[config.mk]
export PLATFORM = sky130hd
export DESIGN_NAME = sddr_rd_capture_flat
export DESIGN_NICKNAME = d
export VERILOG_FILES = /design/src/rtl/sddr_rd_capture_pkg.sv /design/src/rtl/sddr_rd_capture_if.sv /design/src/rtl/sddr_rsp_fifo.sv /design/src/rtl/sddr_rd_capture.sv /design/src/flat_wrapper.sv
export SDC_FILE = /design/constraint.sdc
export NUM_CORES = 1
export LEC_CHECK = 0
export CORE_MARGIN = 2
export CORE_UTILIZATION = 55
export DETAILED_ROUTE_END_ITERATION = 8
export GPL_TIMING_DRIVEN = 0
export PLACE_DENSITY = 0.76
export SKIP_LAST_GASP = 1
export SYNTH_ARGS = -nofsm -noshare
export SYNTH_HDL_FRONTEND = slang
export SYNTH_HIERARCHICAL = 1
export SYNTH_SLANG_ARGS = --single-unit
[constraint.sdc]
create_clock -name cpu_clock_i -period 3.5 [get_ports cpu_clock_i]
set_input_delay 1.05 -clock cpu_clock_i [delete_from_list [all_inputs] [get_ports cpu_clock_i]]
set_output_delay 1.05 -clock cpu_clock_i [all_outputs]
set_load 0.005 [all_outputs]
[src/rtl/sddr_rd_capture_pkg.sv]
// Shared configuration, capture-state encoding and response entry type for
// the DDR3 read-data capture stage.
package sddr_pkg;

  localparam int DATA_BITS     = 16;
  localparam int BURST_LENGTH  = 8;
  localparam int MAX_LATENCY   = 31;
  localparam int TAG_BITS      = 4;

  localparam int BEATS         = BURST_LENGTH / 2;
  localparam int BEAT_BITS     = 2 * DATA_BITS;
  localparam int BURST_BITS    = BURST_LENGTH * DATA_BITS;
  localparam int LAT_BITS      = $clog2(MAX_LATENCY + 1);
  localparam int BEAT_CNT_BITS = $clog2(BEATS);

  typedef enum logic [0:0] {
    CAP_IDLE = 1'b0,
    CAP_BEAT = 1'b1
  } cap_state_e;

  typedef struct packed {
    logic [BURST_BITS-1:0] data;
    logic [TAG_BITS-1:0]   tag;
  } rsp_entry_t;

  // A latency of 0 cannot be honoured by the line, so it behaves as 1.
  function automatic logic [LAT_BITS-1:0] eff_latency(input logic [LAT_BITS-1:0] cfg);
    if (cfg == '0) begin
      return LAT_BITS'(1);
    end else if (int'(cfg) > MAX_LATENCY) begin
      return LAT_BITS'(MAX_LATENCY);
    end else begin
      return cfg;
    end
  endfunction

endpackage

[src/rtl/sddr_rd_capture_if.sv]
// Response port from the read-capture stage toward the data client.
interface sddr_rd_capture_if;
  import sddr_pkg::*;

  // data_rsp_valid stays high and data/tag stay stable until the cycle in which
  // data_rsp_ready is also high; that cycle transfers one burst. Ready may be
  // asserted without valid and has no effect then.
  logic                  data_rsp_valid;
  logic                  data_rsp_ready;
  logic [BURST_BITS-1:0] data_rsp_data;
  logic [TAG_BITS-1:0]   data_rsp_tag;

  modport master (
    output data_rsp_valid,
    output data_rsp_data,
    output data_rsp_tag,
    input  data_rsp_ready
  );

  modport slave (
    input  data_rsp_valid,
    input  data_rsp_data,
    input  data_rsp_tag,
    output data_rsp_ready
  );

endinterface

[src/rtl/sddr_rsp_fifo.sv]
// Two-entry response buffer; simultaneous push and pop is legal at any fill
// level, a push into a full buffer without a pop is dropped and flagged.
module sddr_rsp_fifo
  import sddr_pkg::*;
(
  input  logic       clk_i,
  input  logic       rst_ni,
  input  logic       push_i,
  input  rsp_entry_t push_entry_i,
  input  logic       pop_i,
  output rsp_entry_t head_o,
  output logic       empty_o,
  output logic       overflow_o
);

  rsp_entry_t mem_q [2];
  logic       wr_ptr_q;
  logic       rd_ptr_q;
  logic [1:0] count_q;
  logic       full;
  logic       pop_ok;
  logic       push_ok;

  assign full    = (count_q == 2'd2);
  assign empty_o = (count_q == 2'd0);
  assign pop_ok  = pop_i & ~empty_o;
  assign push_ok = push_i & (~full | pop_ok);

  assign overflow_o = push_i & full & ~pop_ok;
  assign head_o     = mem_q[rd_ptr_q];

  always_ff @(posedge clk_i or negedge rst_ni) begin
    if (!rst_ni) begin
      mem_q[0] <= '0;
      mem_q[1] <= '0;
      wr_ptr_q <= 1'b0;
      rd_ptr_q <= 1'b0;
      count_q  <= 2'd0;
    end else begin
      if (push_ok) begin
        mem_q[wr_ptr_q] <= push_entry_i;
        wr_ptr_q        <= ~wr_ptr_q;
      end
      if (pop_ok) begin
        rd_ptr_q <= ~rd_ptr_q;
      end
      count_q <= count_q + 2'(push_ok) - 2'(pop_ok);
    end
  end

endmodule

[src/rtl/sddr_rd_capture.sv]
// DDR3 read-data capture: delays each READ by the configured latency, gathers
// the double-width beats of the burst and hands the burst word to the client.
module sddr_rd_capture
  import sddr_pkg::*;
(
  input  logic                 cpu_clock_i,
  input  logic                 reset_n_i,
  input  logic [LAT_BITS-1:0]  cfg_read_latency_i,
  input  logic                 rd_issue_i,
  input  logic [TAG_BITS-1:0]  rd_tag_i,
  input  logic                 ddr3_dq_enable_i,
  input  logic [BEAT_BITS-1:0] ddr3_dq_i,
  sddr_rd_capture_if.master    rsp,
  output logic                 busy_o,
  output logic                 err_collision_o,
  output logic                 err_overflow_o,
  output logic                 err_dq_conflict_o,
  output cap_state_e           dbg_cap_state_o
);

  // ---------------- latency line ----------------
  logic [MAX_LATENCY-1:0] slot_vld_q, slot_vld_d;
  logic [TAG_BITS-1:0]    slot_tag_q [MAX_LATENCY];
  logic [TAG_BITS-1:0]    slot_tag_d [MAX_LATENCY];
  logic [LAT_BITS-1:0]    slot_idx;
  logic                   issue_collide;

  assign slot_idx = eff_latency(cfg_read_latency_i) - LAT_BITS'(1);

  // The issue targets its slot after this cycle's shift, so a collision means
  // two reads would need their first beat on the same clock.
  always_comb begin
    slot_vld_d    = slot_vld_q >> 1;
    issue_collide = 1'b0;
    for (int i = 0; i < MAX_LATENCY - 1; i++) begin
      slot_tag_d[i] = slot_tag_q[i+1];
    end
    slot_tag_d[MAX_LATENCY-1] = '0;
    if (rd_issue_i) begin
      if (slot_vld_d[slot_idx]) begin
        issue_collide = 1'b1;
      end else begin
        slot_vld_d[slot_idx] = 1'b1;
        slot_tag_d[slot_idx] = rd_tag_i;
      end
    end
  end

  // ---------------- capture FSM ----------------
  cap_state_e                 state_q, state_d;
  logic [BEAT_CNT_BITS-1:0]   beat_q, beat_d;
  logic [BURST_BITS-1:0]      data_q, data_d;
  logic [TAG_BITS-1:0]        tag_q, tag_d;
  logic                       push;
  logic                       cap_collide;
  logic                       capturing;

  // Beat 0 is taken on the edge that ends the cycle in which slot 0 is valid,
  // so CAP_BEAT always captures beats 1..BEATS-1. A slot-0 arrival while in
  // CAP_BEAT would need the same clock edge as a beat already owed.
  always_comb begin
    state_d     = state_q;
    beat_d      = beat_q;
    data_d      = data_q;
    tag_d       = tag_q;
    push        = 1'b0;
    cap_collide = 1'b0;
    capturing   = 1'b0;
    case (state_q)
      CAP_IDLE: begin
        if (slot_vld_q[0]) begin
          capturing                = 1'b1;
          data_d                   = '0;
          data_d[0 +: BEAT_BITS]   = ddr3_dq_i;
          tag_d                    = slot_tag_q[0];
          beat_d                   = BEAT_CNT_BITS'(1);
          state_d                  = CAP_BEAT;
        end
      end
      CAP_BEAT: begin
        capturing                            = 1'b1;
        cap_collide                          = slot_vld_q[0];
        data_d[beat_q*BEAT_BITS +: BEAT_BITS] = ddr3_dq_i;
        if (beat_q == BEAT_CNT_BITS'(BEATS - 1)) begin
          push    = 1'b1;
          beat_d  = '0;
          state_d = CAP_IDLE;
        end else begin
          beat_d = beat_q + BEAT_CNT_BITS'(1);
        end
      end
      default: begin
        state_d = CAP_IDLE;
      end
    endcase
  end

  // ---------------- response buffer ----------------
  rsp_entry_t push_entry;
  rsp_entry_t fifo_head;
  logic       fifo_empty;
  logic       fifo_overflow;

  assign push_entry.data = data_d;
  assign push_entry.tag  = tag_q;

  sddr_rsp_fifo u_rsp_fifo (
    .clk_i        (cpu_clock_i),
    .rst_ni       (reset_n_i),
    .push_i       (push),
    .push_entry_i (push_entry),
    .pop_i        (rsp.data_rsp_ready),
    .head_o       (fifo_head),
    .empty_o      (fifo_empty),
    .overflow_o   (fifo_overflow)
  );

  assign rsp.data_rsp_valid = ~fifo_empty;
  assign rsp.data_rsp_data  = fifo_head.data;
  assign rsp.data_rsp_tag   = fifo_head.tag;

  // ---------------- state and sticky errors ----------------
  logic err_collision_q, err_overflow_q, err_dq_conflict_q;

  always_ff @(posedge cpu_clock_i or negedge reset_n_i) begin
    if (!reset_n_i) begin
      slot_vld_q <= '0;
      for (int i = 0; i < MAX_LATENCY; i++) begin
        slot_tag_q[i] <= '0;
      end
      state_q           <= CAP_IDLE;
      beat_q            <= '0;
      data_q            <= '0;
      tag_q             <= '0;
      err_collision_q   <= 1'b0;
      err_overflow_q    <= 1'b0;
      err_dq_conflict_q <= 1'b0;
    end else begin
      slot_vld_q <= slot_vld_d;
      for (int i = 0; i < MAX_LATENCY; i++) begin
        slot_tag_q[i] <= slot_tag_d[i];
      end
      state_q           <= state_d;
      beat_q            <= beat_d;
      data_q            <= data_d;
      tag_q             <= tag_d;
      err_collision_q   <= err_collision_q | issue_collide | cap_collide;
      err_overflow_q    <= err_overflow_q | fifo_overflow;
      err_dq_conflict_q <= err_dq_conflict_q | (capturing & ddr3_dq_enable_i);
    end
  end

  assign busy_o            = (|slot_vld_q) | (state_q != CAP_IDLE) | ~fifo_empty;
  assign err_collision_o   = err_collision_q;
  assign err_overflow_o    = err_overflow_q;
  assign err_dq_conflict_o = err_dq_conflict_q;
  assign dbg_cap_state_o   = state_q;

endmodule
[src/flat_wrapper.sv]
// flat-port wrapper written by rule: the top's interface ports become plain ports
module sddr_rd_capture_flat import sddr_pkg::*;
  (cpu_clock_i, reset_n_i, cfg_read_latency_i, rd_issue_i, rd_tag_i, ddr3_dq_enable_i, ddr3_dq_i, busy_o, err_collision_o, err_overflow_o, err_dq_conflict_o, dbg_cap_state_o, rsp_data_rsp_valid, rsp_data_rsp_data, rsp_data_rsp_tag, rsp_data_rsp_ready);
  sddr_rd_capture_if rsp_i ();
  input  logic cpu_clock_i;
  input  logic reset_n_i;
  input  logic [LAT_BITS-1:0] cfg_read_latency_i;
  input  logic rd_issue_i;
  input  logic [TAG_BITS-1:0] rd_tag_i;
  input  logic ddr3_dq_enable_i;
  input  logic [BEAT_BITS-1:0] ddr3_dq_i;
  output logic busy_o;
  output logic err_collision_o;
  output logic err_overflow_o;
  output logic err_dq_conflict_o;
  output cap_state_e dbg_cap_state_o;
  output wire logic [$bits(rsp_i.data_rsp_valid)-1:0] rsp_data_rsp_valid;
  output wire logic [$bits(rsp_i.data_rsp_data)-1:0] rsp_data_rsp_data;
  output wire logic [$bits(rsp_i.data_rsp_tag)-1:0] rsp_data_rsp_tag;
  input wire logic [$bits(rsp_i.data_rsp_ready)-1:0] rsp_data_rsp_ready;
  assign rsp_data_rsp_valid = rsp_i.data_rsp_valid;
  assign rsp_data_rsp_data = rsp_i.data_rsp_data;
  assign rsp_data_rsp_tag = rsp_i.data_rsp_tag;
  assign rsp_i.data_rsp_ready = rsp_data_rsp_ready;
  sddr_rd_capture u_core (.cpu_clock_i(cpu_clock_i), .reset_n_i(reset_n_i), .cfg_read_latency_i(cfg_read_latency_i), .rd_issue_i(rd_issue_i), .rd_tag_i(rd_tag_i), .ddr3_dq_enable_i(ddr3_dq_enable_i), .ddr3_dq_i(ddr3_dq_i), .rsp(rsp_i), .busy_o(busy_o), .err_collision_o(err_collision_o), .err_overflow_o(err_overflow_o), .err_dq_conflict_o(err_dq_conflict_o), .dbg_cap_state_o(dbg_cap_state_o));
endmodule
# Yosys cells after proc, flatten, opt, wreduce, memory -nomap -nowiden
# Cells that the tools add are included.
[totals] out_inout_bits=138 wordCells=125 input_bits=46 register_bits=561
[op_classes] shifts=2 addsub=5 n_mux=33 eq_ne=3 bitwise=22 n_reduce_logical=7 order_cmp=7
[op_table] cell="2-to-1 mux 132 bit" n=4
[op_table] cell="bitwise mux 264 bit" n=1
[op_table] cell="one-hot mux 128 bit (2 select lines)" n=1
[op_table] cell="2-to-1 mux 124 bit" n=2
[op_table] cell="demux 132 bit (select 1 bit)" n=1
[op_table] cell="bitwise mux 128 bit" n=1
[op_table] cell="2-to-1 mux 128 bit" n=1
[op_table] cell="variable shift 32 x 34 -> 128 bit (first input constant)" n=1
[op_table] cell="indexed part select 32 x 34 -> 128 bit" n=1
[op_table] cell="bitwise mux 124 bit" n=1
[op_table] cell="2-to-1 mux 31 bit" n=2
[op_table] cell="negator 7 -> 34 bit" n=1
[op_table] cell="OR 30 x 31 -> 31 bit" n=1
[op_table] cell="OR reduction 31 bit" n=1
[op_table] cell="demux 4 bit (select 5 bit)" n=1
[op_table] cell="2-to-1 mux 1 bit" n=9
[op_table] cell="OR 1 bit" n=7
[op_table] cell="greater-or-equal comparator 6 bit (second input constant)" n=1
[op_table] cell="less-than comparator 5 x 6 -> 1 bit (second input constant)" n=1
[op_table] cell="less-than comparator 6 x 1 -> 1 bit (second input constant)" n=1
[op_table] cell="NOT 1 bit" n=6
[op_table] cell="NOT 5 -> 6 bit" n=1
[op_table] cell="AND 1 bit" n=5
[op_table] cell="binary-select mux 1 bit (select 5 bit)" n=1
[op_table] cell="20 further kinds" n=27

# Depth between registers and ports, before layout
# Gate-level depths: netlist of run 1.
[depth] word_depth=11 ltp_mapped=12 ltp_nobuf=10

# Hierarchy
# The synthesis of run 1 kept the hierarchy.
[modules_own_cells] module="sddr_rsp_fifo" n_inst=1 area_per_inst_um2=11860.1 cells_per_inst=723
[modules_own_cells] module="sddr_rd_capture" n_inst=1 area_per_inst_um2=11357.1 cells_per_inst=793

# Worst setup path after synthesis of run 1
# No wires, ideal clock.
[synth_timing] path_kind="input to register" from="in cfg_read_latency_i[4]" to="reg u_core/slot_tag_q[60] in the netlist's numbering" slack_ns=-0.697 setup_ns=0.125 path_stages=10 n_path_buf=2 t_arrival_ns=4.072 required_ns=3.375 path_cell_list="clkbuf_1 > nor4_4 > nor2_2 > inv_1 > ha_1 > buf_1 > mux2_2 > a21oi_1 > nor4b_1 > mux2_2"
[synth_rtl] item="from (decl)" line_no="flat_wrapper.sv:7" source="input logic [LAT_BITS-1:0] cfg_read_latency_i;"
[synth_rtl] item="to (signal, indexed assignment)" line_no="sddr_rd_capture.sv:141" source="slot_tag_q[i] <= slot_tag_d[i];"
[synth_rtl] item="to (decl)" line_no="sddr_rd_capture.sv:23" source="logic [TAG_BITS-1:0] slot_tag_q [MAX_LATENCY];"

==> results of run 1 <==
-- final timing paths --
path / start / endpoint / slack, ps
worst max-delay path: cfg_read_latency_i[3] / u_core/slot_tag_q[2] / 40
worst min-delay path: reset_n_i / u_core/u_rsp_fifo/mem_q[95] / 400
worst max register to register: u_core/beat_q[0] / u_core/u_rsp_fifo/mem_q[92] / 630
worst min register to register: u_core/slot_tag_q[31] / u_core/slot_tag_q[35] / 460
max in group asynchronous: reset_n_i / u_core/data_q[6] / 1570
min in group cpu_clock_i: u_core/slot_tag_q[31] / u_core/slot_tag_q[35] / 460
-- what timing repair did --
action | in CTS | in global routing
endpoints found under the setup margin | 230 | 39
buffers inserted | 4 | 1
pin swaps | 4 | 1
gates resized for setup | 29 | 7
-- cell families after synthesis --
kind of cell    after synthesis
xor+xnor                      5
fa+ha+maj                    10
buf+inv                     104
simple gates                142
mux                         534
flops                       561
compound gates              160
-- routing by layer --
metal	wire length, microns	vias up	global-route usage (%)	share of wire [%]
li1	-	5965	-	-
met1	25000	7181	36.1	46
met2	25700	315	40.1	47
met3	2360	93	4.50	4.3
met4	1630	0	9.46	3.0
met5	0	-	0	0
-- sequential cells by signal, indices dropped and copies added, names as in the netlist --
| name | cells |
|---|---|
| u_core/err_dq_conflict_o | 1 |
| u_core/tag_q | 4 |
| u_core/u_rsp_fifo/count_q | 2 |
| u_core/data_q | 128 |
| u_core/err_collision_o | 1 |
| u_core/slot_tag_q | 124 |
| u_core/u_rsp_fifo/mem_q | 264 |
| u_core/slot_vld_q | 31 |
| u_core/u_rsp_fifo/rd_ptr_q | 1 |
| u_core/u_rsp_fifo/wr_ptr_q | 1 |
| u_core/err_overflow_o | 1 |
| u_core/beat_q | 2 |
| u_core/dbg_cap_state_o | 1 |
-- final cells by class --
cell class | count | share of cell area [%]
Antenna cell | 1 | 0.00895
Buffer | 93 | 1.93
Clock buffer | 82 | 5.84
Clock inverter | 23 | 1.18
Inverter | 8 | 0.107
Multi-Input combinational cell | 851 | 31.3
Sequential cell | 561 | 50.3
Tap cell | 539 | 2.41
Timing Repair Buffer | 189 | 6.98
-- report_power, final --
| part | internal [mW] | switching (mW) | leakage [nW] | total, mW |
|---|---|---|---|---|
| sequential | 8.35 | 0.888 | 7.63 | 9.24 |
| combinational | 3.94 | 3.22 | 4.92 | 7.16 |
| clock | 3.82 | 2.48 | 0.966 | 6.30 |
| total | 16.1 | 6.59 | 13.5 | 22.7 |
-- Yosys cell counts, types with 3 or more instances --
master	number
ha_1	10
inv_1	8
buf_6	9
nor2b_1	9
mux2i_1	9
clkbuf_1	55
buf_1	3
o31ai_1	3
mux4_2	3
o21ai_0	7
or3_1	5
xnor2_1	4
mux2_2	418
buf_2	28
nand2b_1	13
or2_2	27
nor2_1	25
dfrtp_1	561
a21oi_1	9
nor4_1	8
nand2_1	12
nor3_1	8
mux2_1	20
a22o_1	130
mux2_4	84
or4_1	3
and2_1	8
nand3_1	6
and3_1	3
nand4_1	4
-- worst reg2reg max path: stages (launching register included) --
cell and delay [ps]:
dfrtp_1 520, inv_1 150, ha_1 390, nand2_1 70
nor3_1 520, clkbuf_1 690, a22o_1 300, mux2_4 160
==> summary.md, run 1 <==
| Metric | Value |
|---|---|
| Clock insertion delay at the later pin of the skew report | `600 ps` |
| WL final | `54700 microns` |
| Fill cells | `2927` |
| Post-Syn Instances | `1516` |
| Final net count | `1817` |
| Main combinational cell family by area after synthesis | `multiplexers` |
| Synth-to-layout area growth | `20.4%` |
| Placed insts | `2239` |
| Post-Place Setup Slack | `-1060 ps` |
| Mapped Avg Cell Area | `15.3 sq um` |
| Grt total ovfl | `0` |
| Footprint of the multi-input gates | `8740 sq um` |
| Crit. path cell count | `12` |
| GPL Wtd Cong | `0.855` |
| Largest net degree at the start of global routing | `128` |
| Post-DRT Antenna Nets | `0` |
| Ys flop type | `dfrtp_1` |
| Row cnt | `75` |
| Post-Syn Area | `23200 sq um` |
| Mean number of vias per cell | `5.78` |
| CP Capture Type | `flop` |
| Via Count | `13600` |
| Initial antenna violation count | `3` |
| Hold slack | `402 ps` |
| WL/cell | `23.3 microns` |
| Yosys top cell by area | `dfrtp_1` |
| Cell Count, Final, Fillers Out | `2347` |
| Leakage power | `13.5 nW` |
| Crit path largest cell delay | `550 ps` |
| First-pass GRT wire length | `85900 microns` |
| Outcome | `complete, no violations` |
| I/O Buffers | `180` |
| # DRC | `0` |
| Setup violations, final | `0` |
| Post-DP HPWL | `36600 microns` |
| Peak Freq | `0.289 GHz` |
| Most common cell on crit path | `a221oi_1` |
| Critical-path cell list | `dlygate4sd2_1 -> nor4_4 -> nor2_4 -> inv_2 -> ha_4 -> buf_6 -> a221oi_1 -> a221oi_1 -> a221o_2 -> buf_4 -> nor4_1 -> and2_1` |
| R2R cell count | `7` |
| Max-slew violations | `0` |
| Die height | `209 microns` |
| H-tree Lvls | `2` |
| Largest cells by area after synthesis | `dfrtp_1 (60%), mux2_2 (20%), mux2_4 (5.4%)` |
| Yosys top cell area share | `60.5%` |
| Final Hold Viols | `0` |
| Clk root buf | `clkbuf_16` |
| Post-DP Area | `25900 sq um` |
| Post-Route Utilization | `66.8%` |
| Most frequent cells in the layout | `dfrtp_1 (558), mux2_2 (420), clkdlybuf4s50_1 (176)` |
| FF+latch count, synth | `561` |
| Clock buffer depth | `3` |
| Slew headroom | `45.4%` |
| Crit path max fanout | `10` |
| IO Pins | `184` |
| CTS Hold Bufs | `0` |
| Crit path launch type | `input pin` |
| CP max-delay cell | `nor4_1` |
| Worst VDD drop | `0.000407 V` |
| Delay-heaviest family, CP | `simple AND/OR/NAND/NOR gates` |
| Skew final | `19.9 ps` |
| Total CTS buffers | `57` |
| Final Cell Area | `27900 sq um` |
| Post-Synth Simple-Gate Area | `3.55%` |
| CP Class | `input pin to flop` |
| Initial Util | `55.5%` |
| Vias in the first global route | `14700` |
| Final setup TNS | `0 ps` |
| Yosys cell types | `50` |
| GRT Util Overall | `25.5%` |
| Commonest non-fill, non-tap cell in the layout | `dfrtp_1` |
| Required @ worst endpoint | `4040 ps` |
| Ys async rst share | `100%` |
| Post-synthesis sequential area ratio | `60.5%` |
| Die X | `209 microns` |
| Share of cells above drive strength 1 | `39.0%` |
| Power Dens Cells | `812 nW/um^2` |
| CTS clk-pin slew, worst paths | `60 ps` |
| Ratio of final minimum period to clock period | `98.7%` |
| Synth Area in Adders | `0.539%` |
| RSZ-0062 raised after global routing | `true` |
| Die area | `43900 sq um` |
| Reg area | `14000 sq um` |
| DR iter-0 viols | `871` |
| Buf/Inv on CP | `4` |
| CTS Sinks | `561` |
| Max cap viols | `0` |
| Overall power | `22.7 mW` |
| Syn_nets | `1572` |
| Core ar. | `41900 sq um` |
| Xor and xnor area share after synthesis | `0.189%` |
| Complex-gate fraction of the synthesized area | `5.73%` |
| Critical Path AT | `4000 ps` |
| Post-synthesis mux area share | `27.4%` |
| Worst-margin pin slew | `818 ps` |
| Number of enable flip-flop cells after synthesis | `0` |
| Final WS setup | `44.8 ps` |
| Final Critical Period | `3460 ps` |
| CTS tree | `yes` |
| Min-Delay Path Class | `input pin to asynchronous set/reset pin` |
| Syn. warnings | `6` |
| DR pass1 iterations | `5` |
No activity file was read; power rests on OpenSTA's default activity.
==> inputs of run 2 (changes only) <==
- clock period: 3.5 -> 3.55 ns (I/O delays scaled with it)
==> run 2 against run 1 <==
Effect of this change: clock skew down 7.6 ps; cell count about the same; routed wire length up 1.1%; sequential power down 1%; first-iteration DRC count up 18%; critical endpoint is now rsp_data_rsp_data[119].
==> summary.md, run 2 (same netlist as run 1, synthesis figures left out) <==
| Metric | Value |
|---|---|
| Metal3 WL | `2410 microns (+2.1%)` |
| Mean number of vias per cell | `5.81 (+0.62%)` |
| Top Registers | `u_core/u_rsp_fifo/mem_q (264), u_core/data_q (128), u_core/slot_tag_q (124)` |
| Crit. path cell count | `3 (-9)` |
| Skew final | `12.3 ps (-7.63 ps)` |
| Crit path largest cell delay | `500 ps (-50 ps)` |
| Die area | `43900 sq um (unchanged)` |
| Worst-margin pin slew | `848 ps (+30.0 ps)` |
| Synth-to-layout area growth | `20.3% (about the same)` |
| IO Pins | `184 (unchanged)` |
| R2R cell count | `6 (-1)` |
| Vias in the first global route | `14600 (-0.33%)` |
| Via Count | `13600 (+0.54%)` |
| Hold Path Cell Cnt | `1` |
| Post-DP Area | `25900 sq um (about the same)` |
| Delay-heaviest family, CP | `buffers and inverters` |
| Total CTS buffers | `56 (-1.8%)` |
| Post-DP HPWL | `36600 microns (about the same)` |
| Core ar. | `41900 sq um (unchanged)` |
| Worst VDD drop | `0.000378 V (-7.1%)` |
| Die height | `209 microns (unchanged)` |
| Max cap viols | `0 (unchanged)` |
| Top layer in use | `met4` |
| Leakage power | `13.5 nW (about the same)` |
| Initial antenna violation count | `3 (unchanged)` |
| Final setup TNS | `0 ps (unchanged)` |
| Final Critical Period | `3480 ps` |
| Commonest non-fill, non-tap cell in the layout | `dfrtp_1` |
| Top reg by flops | `u_core/u_rsp_fifo/mem_q` |
| DR pass1 iterations | `5 (unchanged)` |
| Reg area | `14000 sq um (unchanged)` |
| Max-slew violations | `0 (unchanged)` |
| Footprint of the multi-input gates | `8730 sq um (-0.17%)` |
| First-pass GRT wire length | `86400 microns (+0.59%)` |
| CTS tree | `yes` |
| Final Hold Viols | `0 (unchanged)` |
| WL final | `55300 microns (+1.1%)` |
| Buf/Inv on CP | `2 (-2)` |
| Clock buffer depth | `3 (unchanged)` |
| CTS clk-pin slew, worst paths | `60 ps (about the same)` |
| Critical Path AT | `2410 ps (-1590 ps)` |
| CP max-delay cell | `clkdlybuf4s18_2` |
| Peak Freq | `0.287 GHz` |
| Outcome | `complete, no violations` |
| Largest net degree at the start of global routing | `131 (+2.3%)` |
| RSZ-0062 raised after global routing | `true` |
| Power Dens Cells | `803 nW/um^2 (-1.2%)` |
| Fill cells | `2951 (+0.82%)` |
| Initial Util | `55.5% (unchanged)` |
| I/O Buffers | `180 (unchanged)` |
| Ratio of final minimum period to clock period | `98.0%` |
| Slew headroom | `43.4% (-2.0 points)` |
| Clk root buf | `clkbuf_16` |
| GRT Util Overall | `25.7% (+0.21 points)` |
| Max reg flops | `264 (unchanged)` |
| Share of cells above drive strength 1 | `38.9% (-0.046 points)` |
| H-tree Lvls | `2 (unchanged)` |
| CP Class | `flop to primary output` |
| Final net count | `1818 (+0.055%)` |
| Crit path launch type | `flop` |
| # DRC | `0 (unchanged)` |
| Post-DRT Antenna Nets | `0 (unchanged)` |
| Final Cell Area | `27900 sq um (about the same)` |
| Hold slack | `457 ps (+55.0 ps)` |
| Overall power | `22.4 mW (-1.3%)` |
| Critical-path cell list | `clkdlybuf4s18_2 -> mux2_2 -> clkdlybuf4s50_1` |
| Crit path max fanout | `10 (unchanged)` |
| CP Capture Type | `primary output` |
| CTS Sinks | `561 (unchanged)` |
| Clock insertion delay at the later pin of the skew report | `600 ps (about the same)` |
| Most frequent cells in the layout | `dfrtp_1 (558), mux2_2 (418), clkdlybuf4s50_1 (176)` |
| WL met2 | `26300 microns (+2.4%)` |
| WL/cell | `23.6 microns (+1.2%)` |
| Die X | `209 microns (unchanged)` |
| Setup violations, final | `0 (unchanged)` |
| Metal-1 WL | `24900 microns (-0.22%)` |
| GPL Wtd Cong | `0.866 (+1.2%)` |
| DR iter-0 viols | `1027 (+18%)` |
| Required @ worst endpoint | `2480 ps (-1560 ps)` |
| Grt total ovfl | `0 (unchanged)` |
| Row cnt | `75 (unchanged)` |
| Min-Delay Path Class | `flop to flop` |
-- run 2: layer usage --
metal,global-route usage (%),up-vias
met4,8.71,0
met3,4.01,99
li1,-,5976
met1,36.5,7202
met5,0,-
met2,41.1,350
-- run 2: cell type report --
type | count | area share [%]
flip-flops and latches | 561 | 50.3
multi-input cells | 851 | 31.3
repair buffers | 190 | 7.01
clock buffers | 82 | 5.91
well taps | 539 | 2.42
plain buffers | 94 | 1.95
clock inverters | 18 | 1.05
inverters | 8 | 0.108
diodes | 2 | 0.0179
-- run 2: worst reg2reg max path: stages, from the launching register on --
cell	delay, ps
dfrtp_1	510
inv_1	160
ha_1	400
nor3_1	660
clkbuf_1	710
a22o_1	300
mux2_2	170
-- run 2: worst paths after layout --
kind / to / from / slack (ps)
min reg2reg: u_core/slot_tag_q[34] / u_core/slot_tag_q[30] / 460
max in group asynchronous: u_core/data_q[3] / reset_n_i / 1600
max: rsp_data_rsp_data[119] / u_core/u_rsp_fifo/rd_ptr_q / 70
max reg2reg: u_core/u_rsp_fifo/mem_q[242] / u_core/beat_q[0] / 580
min: u_core/slot_tag_q[34] / u_core/slot_tag_q[30] / 460
min in group asynchronous: u_core/u_rsp_fifo/mem_q[127] / reset_n_i / 510
-- run 2: where the power goes --
| group | switching (mW) | internal [mW] | total (mW) |
|---|---|---|---|
| Clock | 2.42 | 3.78 | 6.20 |
| Sequential | 0.891 | 8.23 | 9.12 |
| Combinational | 3.21 | 3.89 | 7.10 |
-- run 2: timing repair --
| item | CTS | global route |
|---|---|---|
| hold buffers | 0 | 0 |
| buffers inserted | 4 | 2 |
| endpoints found under the setup margin | 228 | 37 |
| gates resized for setup | 30 | 5 |
| pin swaps | 4 | 1 |
-- run 2: per-stage QoR --
stage          utilization, %  worst slack, ps  std cells
4_1_cts                  66.7             8.41       2341
2_1_floorplan               -             -165       1516
3_5_place_dp             61.8             -921       2239
3_3_place_gp             61.5           -22060       2235
6_report                 66.7             70.3       2345
5_1_grt                  66.7            -6.48       2344
